**config.mk**
```make
export PLATFORM = sky130hd
export DESIGN_NAME = nibble_serial_alu
export DESIGN_NICKNAME = d
export VERILOG_FILES = /design/src/rtl/alu_pkg.sv /design/src/rtl/addsub_4bit_cin.sv /design/src/rtl/nibble_serial_alu.sv
export SDC_FILE = /design/constraint.sdc
export NUM_CORES = 1
export LEC_CHECK = 0
export ABC_AREA = 1
export BUFFER_PORTS_ARGS = -buffer_cell sky130_fd_sc_hd__clkbuf_2
export CAP_MARGIN = 20
export CORE_MARGIN = 3
export CORE_UTILIZATION = 40
export CTS_CLUSTER_SIZE = 28
export DETAILED_ROUTE_END_ITERATION = 6
export SLEW_MARGIN = 20
export SYNTH_ARGS = -nofsm -noshare
export SYNTH_HDL_FRONTEND = slang
export SYNTH_SLANG_ARGS = --single-unit
```
**constraint.sdc**
```tcl
create_clock -name clk -period 3.4 [get_ports clk]
set_clock_uncertainty 0.2 [all_clocks]
set_input_delay 0.68 -clock clk [delete_from_list [all_inputs] [get_ports clk]]
set_output_delay 0.68 -clock clk [all_outputs]
set_load 0.02 [all_outputs]
```
**src/rtl/alu_pkg.sv**
```systemverilog
// Shared encodings, saturation constants and FSM state type for the
// nibble-serial saturating ALU.
package alu_pkg;

  localparam logic [1:0] OP_ADD    = 2'b00;
  localparam logic [1:0] OP_SUB    = 2'b01;
  localparam logic [1:0] OP_PADDSB = 2'b10;

  localparam logic [15:0] SAT16_POS = 16'h7FFF;
  localparam logic [15:0] SAT16_NEG = 16'h8000;
  localparam logic [3:0]  SAT4_POS  = 4'h7;
  localparam logic [3:0]  SAT4_NEG  = 4'h8;

  typedef enum logic {
    IDLE = 1'b0,
    CALC = 1'b1
  } state_t;

endpackage

```
**src/rtl/addsub_4bit_cin.sv**
```systemverilog
// 4-bit add/sub slice with explicit carry-in/out and a signed overflow flag
// computed against the (possibly inverted) B operand.
module addsub_4bit_cin (
  input  logic [3:0] a,
  input  logic [3:0] b,
  input  logic       sub,
  input  logic       cin,
  output logic [3:0] s,
  output logic       cout,
  output logic       ovf
);

  logic [3:0] bx;
  logic [4:0] c;

  assign bx   = sub ? ~b : b;
  assign c[0] = cin;

  // Explicit ripple so carry timing matches the slice as drawn.
  always_comb begin
    s = '0;
    for (int i = 1; i <= 4; i++) begin
      s[i-1] = a[i-1] ^ bx[i-1] ^ c[i-1];
    end
  end

  for (genvar g = 0; g < 4; g++) begin : g_carry
    assign c[g+1] = (a[g] & bx[g]) | (a[g] & c[g]) | (bx[g] & c[g]);
  end

  assign cout = c[4];
  assign ovf  = (a[3] == bx[3]) & (a[3] ^ s[3]);

endmodule

```
**src/rtl/nibble_serial_alu.sv**
```systemverilog
// Multi-cycle 16-bit saturating ADD/SUB/PADDSB built from one 4-bit slice
// reused across the four nibbles; result and flags appear with a done pulse.
module nibble_serial_alu
  import alu_pkg::*;
(
  input  logic        clk,
  input  logic        rst_n,
  input  logic        start,
  input  logic [1:0]  op,
  input  logic [15:0] A,
  input  logic [15:0] B,
  output logic        busy,
  output logic        done,
  output logic [15:0] result,
  output logic        flag_v,
  output logic        flag_z,
  output logic        flag_n
);

  state_t      state_q, state_d;
  logic [1:0]  idx_q;
  logic        carry_q;
  logic [15:0] a_q, b_q;
  logic [1:0]  op_q;
  logic [11:0] partial_q;

  logic        is_sub, is_padd;
  logic [3:0]  slc_a, slc_b, slc_s, nib_sat, nib_val;
  logic        slc_cin, slc_cout, slc_ovf;
  logic [15:0] sum16, sat16;

  // Reserved op 11 falls through as ADD since neither decode matches it.
  assign is_sub  = (op_q == OP_SUB);
  assign is_padd = (op_q == OP_PADDSB);

  assign slc_a   = a_q[{idx_q, 2'b00} +: 4];
  assign slc_b   = b_q[{idx_q, 2'b00} +: 4];
  assign slc_cin = is_padd ? 1'b0 : carry_q;

  addsub_4bit_cin u_slice (
    .a    (slc_a),
    .b    (slc_b),
    .sub  (is_sub),
    .cin  (slc_cin),
    .s    (slc_s),
    .cout (slc_cout),
    .ovf  (slc_ovf)
  );

  assign nib_sat = slc_ovf ? (slc_a[3] ? SAT4_NEG : SAT4_POS) : slc_s;
  assign nib_val = is_padd ? nib_sat : slc_s;
  assign sum16   = {slc_s, partial_q};
  assign sat16   = slc_ovf ? (a_q[15] ? SAT16_NEG : SAT16_POS) : sum16;

  assign busy = (state_q == CALC);

  always_ff @(posedge clk) begin
    if (!rst_n) state_q <= IDLE;
    else        state_q <= state_d;
  end

  always_comb begin
    state_d = state_q;
    case (state_q)
      IDLE:    if (start) state_d = CALC;
      CALC:    if (idx_q == 2'd3) state_d = IDLE;
      default: state_d = IDLE;
    endcase
  end

  // Partial nibbles shift in from the top so nibble 0 lands at bit 0 after
  // three steps; nibble 3 goes straight into the final result.
  always_ff @(posedge clk) begin
    if (!rst_n) begin
      idx_q     <= '0;
      carry_q   <= 1'b0;
      a_q       <= '0;
      b_q       <= '0;
      op_q      <= OP_ADD;
      partial_q <= '0;
      result    <= '0;
      flag_v    <= 1'b0;
      flag_z    <= 1'b0;
      flag_n    <= 1'b0;
      done      <= 1'b0;
    end else begin
      done <= 1'b0;
      case (state_q)
        IDLE: begin
          if (start) begin
            a_q     <= A;
            b_q     <= B;
            op_q    <= op;
            idx_q   <= '0;
            carry_q <= (op == OP_SUB);
          end
        end
        CALC: begin
          carry_q   <= slc_cout;
          idx_q     <= idx_q + 2'd1;
          partial_q <= {nib_val, partial_q[11:4]};
          if (idx_q == 2'd3) begin
            done <= 1'b1;
            if (is_padd) begin
              result <= {nib_sat, partial_q};
            end else begin
              result <= sat16;
              flag_v <= slc_ovf;
              flag_z <= (sat16 == 16'h0000);
              flag_n <= sat16[15];
            end
          end
        end
        default: ;
      endcase
    end
  end

endmodule

```
=== Word-level counts from Yosys, hierarchy flattened ===
Cells that the tools add are included.

* Register bits: 70
* Bits in latches: 0
* RAM bits: 0
* ROM bits: 0
* Input bits: 37
* Output and inout port bits: 21
* Logic and storage cells: 75
* Memories: 0

* Add/sub/neg operators: 1
* Multiply operators: 0
* Divide/modulo/power cells: 0
* Magnitude comparators: 0
* Eq/ne operators: 6
* Shift operators: 2
* Muxes and demuxes: 16
* Bitwise operators: 33
* Reductions and logical operators: 5

{| class="wikitable"
|+ Operators with widths
! cell !! number
|-
| two-way mux 16 bit || 3
|-
| variable part select 16 x 5 -> 4 bit || 2
|-
| zero test 16 bit || 1
|-
| two-way mux 4 bit || 4
|-
| AND 1 bit || 13
|-
| bitwise XOR 1 bit || 9
|-
| OR 1 bit || 8
|-
| AND reduction 2 bit || 3
|-
| two-way mux 1 bit || 5
|-
| equality test 2 x 1 -> 1 bit, second input constant || 2
|-
| equality test 2 bit, second input constant || 2
|-
| inverter 4 bit || 1
|-
| one-hot mux 1 bit (2 select lines) || 2
|-
| one-hot mux 2 bit (2 select lines) || 1
|-
| AND reduction 3 bit || 1
|-
| adder 2 x 1 -> 2 bit, second input constant || 1
|-
| two-way mux 2 bit || 1
|-
| != test 2 bit, second input constant || 1
|-
| inverter 1 bit || 2
|-
| equality test 1 bit || 1
|}

=== Depth between registers and ports, before layout ===
* Depth after elaboration: 17
* Depth in mapped cells: 20
* Gate-level depth less buffers: 19

=== By module ===
Synthesis repeated with hierarchy kept, for this count alone.

* Cell total of the unflattened synthesis: 435
* Area, all modules: 3149.3 um^2

{| class="wikitable"
|+ By module, submodules not included
! module !! times used !! cells an instance !! area an instance (um^2) !! sequential area each (um^2)
|-
| nibble_serial_alu || 1 || 407 || 2965.3 || 1401.3
|-
| addsub_4bit_cin || 1 || 28 || 183.9 || 0.0
|}

=== Worst setup path before layout ===
No wires, ideal clock.

* Kind: reg-to-reg
* Start point: register idx_q[0]
* End point: register result[2]
* Setup time: 117 ps
* Data arrival time: 3308 ps
* Required time: 3083 ps
* Setup slack: -225 ps
* Stages on the path, launching flop included: 19
* Buffers on the path: 3
* Clock period less this slack: 3625 ps
* Cell sequence: dfxtp_1 -> buf_6 -> clkbuf_1 -> nor2_1 -> o22ai_1 -> xor2_1 -> fa_1 -> fa_1 -> inv_1 -> fa_1 -> inv_1 -> fa_1 -> inv_1 -> nand2_2 -> nand3_2 -> buf_6 -> o21ai_0 -> nand2_1 -> a22o_1

* Cells in the longest elaborated chain, start to end: 17
* Elaborated cells on any way between the ends: 28
* Those cells by class: 2 x eq/ne; 2 x shift; 3 x mux; 20 x bitwise; 1 x reduce/logical

{| class="wikitable"
|+ RTL lines
! item !! line !! text
|-
| from (decl) || nibble_serial_alu.sv:21 || <nowiki>logic [1:0] idx_q;</nowiki>
|-
| from (signal assigned) || nibble_serial_alu.sv:100 || <nowiki>idx_q <= idx_q + 2'd1;</nowiki>
|-
| variable part select 16 x 5 -> 4 bit || nibble_serial_alu.sv:37 || <nowiki>assign slc_b = b_q[{idx_q, 2'b00} +: 4];</nowiki>
|-
| inverter 4 bit || addsub_4bit_cin.sv:16 || <nowiki>assign bx = sub ? ~b : b;</nowiki>
|-
| two-way mux 4 bit || addsub_4bit_cin.sv:16 ||
|-
| AND 1 bit || addsub_4bit_cin.sv:28 || <nowiki>assign c[g+1] = (a[g] & bx[g]) | (a[g] & c[g]) | (bx[g] & c[g]);</nowiki>
|-
| OR 1 bit (2 in a row) || addsub_4bit_cin.sv:28 ||
|-
| AND 1 bit || addsub_4bit_cin.sv:28 ||
|-
| OR 1 bit (2 in a row) || addsub_4bit_cin.sv:28 ||
|-
| AND 1 bit || addsub_4bit_cin.sv:28 ||
|-
| OR 1 bit (2 in a row) || addsub_4bit_cin.sv:28 ||
|-
| bitwise XOR 1 bit || addsub_4bit_cin.sv:23 || <nowiki>s[i-1] = a[i-1] ^ bx[i-1] ^ c[i-1];</nowiki>
|-
| bitwise XOR 1 bit || addsub_4bit_cin.sv:32 || <nowiki>assign ovf = (a[3] == bx[3]) & (a[3] ^ s[3]);</nowiki>
|-
| AND 1 bit || addsub_4bit_cin.sv:32 ||
|-
| two-way mux 16 bit || nibble_serial_alu.sv:53 || <nowiki>assign sat16 = slc_ovf ? (a_q[15] ? SAT16_NEG : SAT16_POS) : sum16;</nowiki>
|-
| two-way mux 16 bit || nibble_serial_alu.sv:104 || <nowiki>if (is_padd) begin</nowiki>
|-
| to (signal assigned) || nibble_serial_alu.sv:105 || <nowiki>result <= {nib_sat, partial_q};</nowiki>
|-
| to (signal assigned) || nibble_serial_alu.sv:107 || <nowiki>result <= sat16;</nowiki>
|-
| to (decl) || nibble_serial_alu.sv:14 || <nowiki>output logic [15:0] result,</nowiki>
|}

Parallel ways exist; a longest one is shown, timed or not.
A chain may end at the register's enable or synchronous reset.

=== Final worst setup path ===
* Start point: register idx_q[0]
* End point: register result[8]

The elaborated chain is that of the path after synthesis.

==> reports/qor.csv <==
metric;value;unit
Die Wd;93.79;µm
Syn Area/Cell;7.254;µm²
first-pass GRT wire length;13.06;mm
placed cells;581;
post-synth cell types;33;
Synth async-reset ratio;0;%
RSZ-0062 raised after global routing;yes;
worst path bufs/invs;6;
DP Worst Slack;-0.1344;ns
critical path startpoint category;flop;
Post-Route WL;7.728;mm
final hold violation count;0;
die area;8797;µm²
CTS buffer count;9;
CTS tree;built;
vias per cell;4.859;
grt ovf;0;
P&R area growth vs syn;28.53;%
most used cell, CP;fa_2;
sw frac;31.37;%
register area share after synthesis;45.45;%
Setup CP Type;flop to flop;
Slew @ Worst Pin;1.027;ns
clock share of power;33.4;%
vias after detailed routing;2925;
Root Buffer;clkbuf_8;
final worst slack;-0.01432;ns
FMAX;292.9;MHz
fin crit share;100.4;%
post-route ant nets;0;
WP data required;3.45;ns
Synth Instances;425;
Worst path max stage delay;0.55;ns
Pre-antenna DRT Iters;4;
pin count of the biggest net entering global routing;47;
# setup viols final;2;
power per cell area;584.4;nW/µm²
Gate power share;27.5;%
final cell count without fillers;602;
residual DRC count;0;
share of layout cells above drive strength 1;27.63;%
Main synth FF type;dfxtp_1;
Min Clock Period, post-route;3.414;ns
Ports;58;
Critical Path End Type;flop;
Die Span Y;93.79;µm
Antenna Cells;0;
drt wl/cell;12.84;µm
Max Cap Violations;0;
EDFF count, synth;0;
Hold Crit Class;flop to flop;
H-Tree Level Count;3;
starting density of the core;41.83;%
crit path cell chain;inv_4 > buf_12 > o21ai_2 > o22ai_2 > fa_2 > fa_2 > inv_2 > fa_2 > inv_2 > fa_2 > inv_2 > nand2_2 > nand3_4 > buf_6 > nor2_4 > o21ai_1 > nand2_1 > nand2_1;
post-layout util;53.77;%
Crit path max-delay family;adder cells;
total internal power;1.589;mW
latest clock arrival within the worst-skew pair;0.35;ns
DP Area;3595;µm²
hold buffers post-CTS;0;
CTS max path bufs;2;
crit-path max FO;6;
worst vdd ir;0.0003215;V
detailed placement HPWL;5.636;mm
initial drt markers;111;
Tot GR Track Use;18.94;%
failing checks;setup timing;
WP data arrival;3.47;ns
post-route setup TNS;-0.01823;ns
Worst-path clk slew;0.08;ns
gpl congestion;0.8875;
slowest CP cell;fa_2;
Slew Viols, Final;0;
Rows;31;
I/O Buffers;57;
net switching power;0.7265;mW
synthesized area;3083;µm²
total core area;7370;µm²
status;finished with violations;
syn_nets;468;
via count of the first global-routing pass;2827;
final net count;541;
initial antenna violation count;0;
clk sinks;70;
slew margin rel.;31.27;%
Reg power frac;39.1;%
post-route cell area;3963;µm²
Pleak;1.800;nW
YS warnings;0;
Seq cells post-synth;70;
## cells in the final DEF, fill, tap and decap left out, types with 2 or more instances in the layout
| master | n |
|---|---|
| a31oi_1 | 2 |
| inv_1 | 18 |
| o21ai_1 | 11 |
| dfxtp_1 | 69 |
| clkinv_1 | 2 |
| bufinv_16 | 2 |
| nand3_1 | 3 |
| o22ai_1 | 4 |
| o22ai_2 | 2 |
| a221oi_1 | 2 |
| clkbuf_8 | 11 |
| nor2_1 | 87 |
| buf_4 | 22 |
| o21ai_0 | 58 |
| fa_2 | 4 |
| nor2_4 | 2 |
| nand2_2 | 5 |
| a21oi_2 | 5 |
| nor4_1 | 2 |
| a21oi_1 | 21 |
| nand3_2 | 3 |
| nor2_2 | 3 |
| clkbuf_2 | 57 |
| o21ai_2 | 5 |
| buf_6 | 3 |
| nand3_4 | 2 |
| nand2_1 | 73 |
| xor2_1 | 3 |
| inv_2 | 5 |
| ha_1 | 2 |
## logic make-up after synthesis
| family | Yosys count | share of synthesized area, % |
|---|---|---|
| AOI/OAI and AO/OA | 114 | 19.64 |
| xor gates and xnor gates | 4 | 1.137 |
| adders and majority gates | 6 | 3.409 |
| buffers and inverters | 47 | 6.291 |
| DFF | 70 | 45.45 |
| and+or+nand+nor | 184 | 24.07 |
## layout make-up
class | instances | area [µm²]
well taps | 99 | 123.9
clock buffers | 11 | 151.4
multi-input cells | 308 | 1597
inverters | 26 | 100.1
repair buffers | 83 | 504.2
fillers | 766 | 3407
clock inverters | 5 | 81.33
flip-flops and latches | 70 | 1405
## metrics by stage
stage / hold WS [ns] / total power [mW]
finish: 0.2524 / 2.316
global route: 0.2788 / 2.447
CTS: 0.2592 / 2.275
detailed placement: 0.2459 / 1.455
global placement: 0.2392 / 1.448
floorplan: 0.2453 / 1.297
## power by group through the flow
stage	logic, mW	clock network (mW)	registers (mW)
finish	0.637	0.774	0.905
global route	0.713	0.823	0.911
CTS	0.585	0.787	0.904
detailed placement	0.533	0	0.922
global placement	0.526	0	0.922
floorplan	0.385	0	0.913
## metal layers
metal	track usage, %	vias up	wire length, µm
met4	7.822	0	175
met3	5.849	13	361
met2	32.23	72	3852
li1	-	1537	-
met1	21.95	1303	3339
met5	0	-	0
## state kept, by name, summed over array words and instances, names as in the netlist
| register | cells |
|---|---|
| flag_z | 1 |
| op_q | 2 |
| idx_q | 2 |
| result | 16 |
| flag_n | 1 |
| b_q | 16 |
| partial_q | 12 |
| busy | 1 |
| flag_v | 1 |
| carry_q | 1 |
| a_q | 16 |
| done | 1 |
## path summary, 6_finish.rpt
check / cells past startpoint / start / endpoint / slack (ns)
min reg2reg: 2 / result[4] / result[4] / 0.25
min: 2 / result[4] / result[4] / 0.25
max: 18 / idx_q[0] / result[8] / -0.01
max reg2reg: 18 / idx_q[0] / result[8] / -0.01
## cells in the mapped netlist, types with 2 or more instances
cell	count	area, µm²
ha_1	2	25.02
nand3_1	5	25.02
a21oi_1	25	125.1
clkbuf_1	17	63.81
buf_1	2	7.510
nand2_1	76	285.3
nand3_2	3	30.03
a221oi_1	2	17.52
fa_1	4	80.08
xor2_1	3	26.28
nor2_1	91	341.6
buf_6	2	22.52
inv_1	22	82.58
o22ai_1	6	37.54
o21ai_0	74	370.4
nor4_1	2	12.51
dfxtp_1	70	1401
a31oi_1	2	12.51
nand2_2	2	12.51
clkinv_1	2	7.510
## worst reg2reg max path: cells and delay by family (launching register included)
| family | cells | cell delay, ns |
|---|---|---|
| adders and majority gates | 4 | 1.47 |
| buffers and inverters | 6 | 0.47 |
| and+or+nand+nor | 5 | 0.48 |
| DFF | 1 | 0.38 |
| AOI/OAI and AO/OA | 3 | 0.31 |
## what timing repair did
action | 4_1_cts | 5_1_grt
resized for setup | 12 | 26
pin swaps | 4 | 8
setup endpoints to repair | 19 | 21
setup buffers | 3 | 2
(Power assumes the default switching activity.)
